`config.mk`:
```
export PLATFORM = sky130hd
export DESIGN_NAME = card_7seg
export DESIGN_NICKNAME = d
export VERILOG_FILES = /design/src/rtl/card_pkg.sv /design/src/rtl/card_7seg_decode.sv /design/src/rtl/card_7seg.sv
export SDC_FILE = /design/constraint.sdc
export NUM_CORES = 1
export LEC_CHECK = 0
export ABC_CLOCK_PERIOD_IN_PS = 1300
export BUFFER_PORTS_ARGS = -buffer_cell sky130_fd_sc_hd__buf_2
export CORE_AREA = 4 4 41 43
export CTS_BUF_LIST = sky130_fd_sc_hd__clkbuf_8
export DETAILED_ROUTE_END_ITERATION = 10
export DIE_AREA = 0 0 45 47
export GPL_ROUTABILITY_DRIVEN = 1
export HOLD_SLACK_MARGIN = 0.15
export PLACE_DENSITY_LB_ADDON = 0.3
export SKIP_LAST_GASP = 1
export SLEW_MARGIN = 0
export SYNTH_ARGS = -nofsm -noshare
export SYNTH_HDL_FRONTEND = slang
export SYNTH_SLANG_ARGS = --single-unit
```
`constraint.sdc`:
```
create_clock -name clk -period 1.3 [get_ports clk]
set_input_delay 0.325 -clock clk [delete_from_list [all_inputs] [get_ports clk]]
set_output_delay 0.325 -clock clk [all_outputs]
set_load 0.005 [all_outputs]
```
`src/rtl/card_pkg.sv`:
```
// Shared card codes and 7-segment glyphs (active-low, bit order {g,f,e,d,c,b,a}).
package card_pkg;

    typedef logic [6:0] seg_t;
    typedef logic [3:0] card_t;

    localparam card_t CARD_EMPTY = 4'd0;
    localparam card_t CARD_ACE   = 4'd1;
    localparam card_t CARD_JACK  = 4'd11;
    localparam card_t CARD_QUEEN = 4'd12;
    localparam card_t CARD_KING  = 4'd13;

    localparam seg_t SEG_EMPTY = 7'b1111111;
    localparam seg_t SEG_A     = 7'b0001000;
    localparam seg_t SEG_2     = 7'b0100100;
    localparam seg_t SEG_3     = 7'b0110000;
    localparam seg_t SEG_4     = 7'b0011001;
    localparam seg_t SEG_5     = 7'b0010010;
    localparam seg_t SEG_6     = 7'b0000010;
    localparam seg_t SEG_7     = 7'b1111000;
    localparam seg_t SEG_8     = 7'b0000000;
    localparam seg_t SEG_9     = 7'b0010000;
    localparam seg_t SEG_10    = 7'b1000000;
    localparam seg_t SEG_J     = 7'b1100001;
    localparam seg_t SEG_Q     = 7'b0011000;
    localparam seg_t SEG_K     = 7'b0001001;

endpackage

```
`src/rtl/card_7seg_decode.sv`:
```
// Combinational card-code to active-low glyph lookup.
module card_7seg_decode
    import card_pkg::*;
(
    input  logic [3:0] card,
    output logic [6:0] seg
);

    // Plain case with default: unknown or unused codes resolve to a blank glyph.
    always_comb begin
        seg = SEG_EMPTY;
        case (card)
            CARD_EMPTY: seg = SEG_EMPTY;
            CARD_ACE:   seg = SEG_A;
            4'd2:       seg = SEG_2;
            4'd3:       seg = SEG_3;
            4'd4:       seg = SEG_4;
            4'd5:       seg = SEG_5;
            4'd6:       seg = SEG_6;
            4'd7:       seg = SEG_7;
            4'd8:       seg = SEG_8;
            4'd9:       seg = SEG_9;
            4'd10:      seg = SEG_10;
            CARD_JACK:  seg = SEG_J;
            CARD_QUEEN: seg = SEG_Q;
            CARD_KING:  seg = SEG_K;
            default:    seg = SEG_EMPTY;
        endcase
    end

endmodule

```
`src/rtl/card_7seg.sv`:
```
// Registered card glyph driver for one HEX display, with selectable segment polarity.
module card_7seg
    import card_pkg::*;
#(
    parameter bit ACTIVE_LOW = 1'b1
) (
    input  logic       clk,
    input  logic       rst,
    input  logic [3:0] card,
    output logic [6:0] HEX
);

    localparam seg_t BLANK = ACTIVE_LOW ? SEG_EMPTY : ~SEG_EMPTY;

    logic [6:0] glyph;
    logic [6:0] drive;

    card_7seg_decode u_decode (
        .card (card),
        .seg  (glyph)
    );

    assign drive = ACTIVE_LOW ? glyph : ~glyph;

    always_ff @(posedge clk) begin
        if (rst) begin
            HEX <= BLANK;
        end else begin
            HEX <= drive;
        end
    end

endmodule

```
==> results.md <==
- Post-route design area: 562 um^2
- FILL cells: 143
- Num Clock Sinks: 7
- Residual DRC count: 0
- Rel. slew slack: 81.5%
- Core Util, Final: 43.2%
- Clock Path Buffers: 2
- # IOs: 13
- Area Growth Syn to Fin: 37.3%
- Synth Register Bits: 7
- Design Power: 633 uW
- Syn Nets: 55
- ANT cells: 0
- Slew Viols, Final: 0
- Starting Density: 31.4%
- RSZ-0062 raised after global routing: no
- GRT Total Usage: 8.72%
- Cell area after synthesis: 409 um^2
- Final worst slack: 0.116 ns
- Crit share post-route: 91.1%
- Maximum vdd drop: 0.303 mV
- Largest register FFs: 7
- Core region area: 1300 um^2
- CP Max Fanout: 4
- Count of max-cap constraint violations: 0
- Count of cell types in the netlist: 22
- Worst Tran Pin Value: 0.277 ns
- Worst Hold Class: in -> reg
- H-tree Lvls: 1
- Biggest register: HEX
- Drt first-iter violations: 5
- F_max: 845 MHz
- Placed Area: 517 um^2
- First-pass GRT wire length: 1260 um
- Num CTS Buffers: 3
- Biggest regs: HEX x7
- CTS tree: done
- CP Class: in -> reg
- Gr ovfl total: 0
- DP HPWL: 662 um
- Drt first pass iters: 4
- Post-CTS resize count: 0
- Largest net degree at the start of global routing: 13
- Startpoint Class: input port
- CP required: 1.40 ns
- Synth Warn #: 0
- Power Dens Cells: 1130 nW/um^2
- GP Congestion: 0.850
- Detailed Route WL: 805 um
- Initial antenna violation count: 0
- Die W: 45 um
- Vias in the first global route: 324
- Via count: 369
- DP Worst Slack: -0.110 ns
- Final hold vios: 0
- CTS Hold Bufs: 0
- Root buffer cell: clkbuf_8
- Final nets: 76
- Post-synthesis sequential area ratio: 34.3%
- Pleak: 0.275 nW
- Overall die height: 47 um
- Detail Route Antenna Nets: 0
- Proportion of layout cells with a drive suffix above 1: 39.7%
- Drt via density: 4.73
- Std cell rows: 13
- Port Buffers: 12
- Type of destination of the critical path: flip-flop
- Mean Syn Cell Area: 9.51 um^2
- Clk slew on worst S/H paths: 0.04 ns
- Die area: 2120 um^2
- Worst EP arrival: 1.29 ns
- Fin crit period: 1.18 ns
- Final setup fails: 0
- Status: finished clean
- Post-CTS Setup Bufs: 0
- Post-synthesis cell count: 43
- DR WL/cell: 10.3 um
==> final cells by class <==
type	instances	area (um^2)	share of cell area, %
Multi-Input combinational cell	28	230	41.0
Sequential cell	7	140	24.9
Timing Repair Buffer	18	105	18.7
Clock buffer	3	41.3	7.35
Inverter	6	22.5	4.01
Tap cell	15	18.8	3.34
Clock inverter	1	3.75	0.668
==> synth_stat cells <==
cell type  instances  area, um^2
mux4_2             1        22.5
dfxtp_1            7         140
nand3_1            1        5.00
o21ai_0            2        10.0
o21ai_1            1        5.00
o311ai_1           2        17.5
ha_1               6        75.1
buf_2              1        5.00
a311oi_1           1        8.76
inv_1              5        18.8
a2111oi_2          1        15.0
nor2b_1            1        6.26
inv_2              1        3.75
a21oi_1            1        5.00
nor2_1             1        3.75
nand2b_1           1        6.26
nand2_1            4        15.0
a31oi_1            1        6.26
a221o_1            1        10.0
nand2_2            1        6.26
nor4_1             2        12.5
buf_6              1        11.3
==> per-layer routing <==
layer / wire [um] / part of all wire [%] / vias up / global-route usage [%]
met4: 27 / 3.4 / 0 / 10.5
met5: 0 / 0 / - / 0
li1: - / - / 193 / -
met1: 338 / 42 / 164 / 9.63
met3: 54 / 6.7 / 2 / 1.92
met2: 384 / 48 / 10 / 12.7
==> worst max-delay path, stage by stage <==
cell and delay (ns):
buf_2 0.10, inv_1 0.11, ha_1 0.26, nand2b_1 0.10, nand2_1 0.06, a221o_1 0.33
==> cell usage in the layout (no fill, tap or decap) <==
cell	synthesis	final
o21ai_1	1	1
a311oi_1	1	1
nor2_1	1	1
a21oi_1	1	1
nand2_2	1	1
o21ai_0	2	2
nor4_1	2	2
a2111oi_2	1	1
nand2b_1	1	1
inv_1	5	6
buf_4	0	6
clkbuf_8	0	3
a31oi_1	1	1
ha_1	6	6
inv_2	1	1
nor2b_1	1	1
a221o_1	1	1
o311ai_1	2	2
mux4_2	1	1
nand2_1	4	4
dfxtp_1	7	7
buf_2	1	12
nand3_1	1	1
==> cell families after synthesis <==
kind of cell / share of synthesized area (%)
buf+inv: 9.48
compound gates: 19.0
simple gates: 13.5
flops: 34.2
mux: 5.50
fa+ha+maj: 18.3
==> through the flow <==
stage               hold WS (ns)  setup TNS (ns)  std cells
floorplan                  0.425               0         43
global placement           0.616          -0.270         74
detailed placement         0.609          -0.299         74
CTS                        0.387               0         78
global route               0.401               0         78
finish                     0.389               0         78
==> final timing paths <==
path  startpoint                end  slack, ns  depth (start not counted)
min          rst  HEX[0]$_SDFF_PP1_       0.39                          3
max      card[0]  HEX[1]$_SDFF_PP1_       0.12                          6
==> power breakdown <==
group          internal, mW  total [mW]  switching [mW]
registers             0.234       0.237         0.00316
clock network         0.203       0.284          0.0809
logic                0.0553       0.112          0.0572
Power figures use the tool's default switching activity.
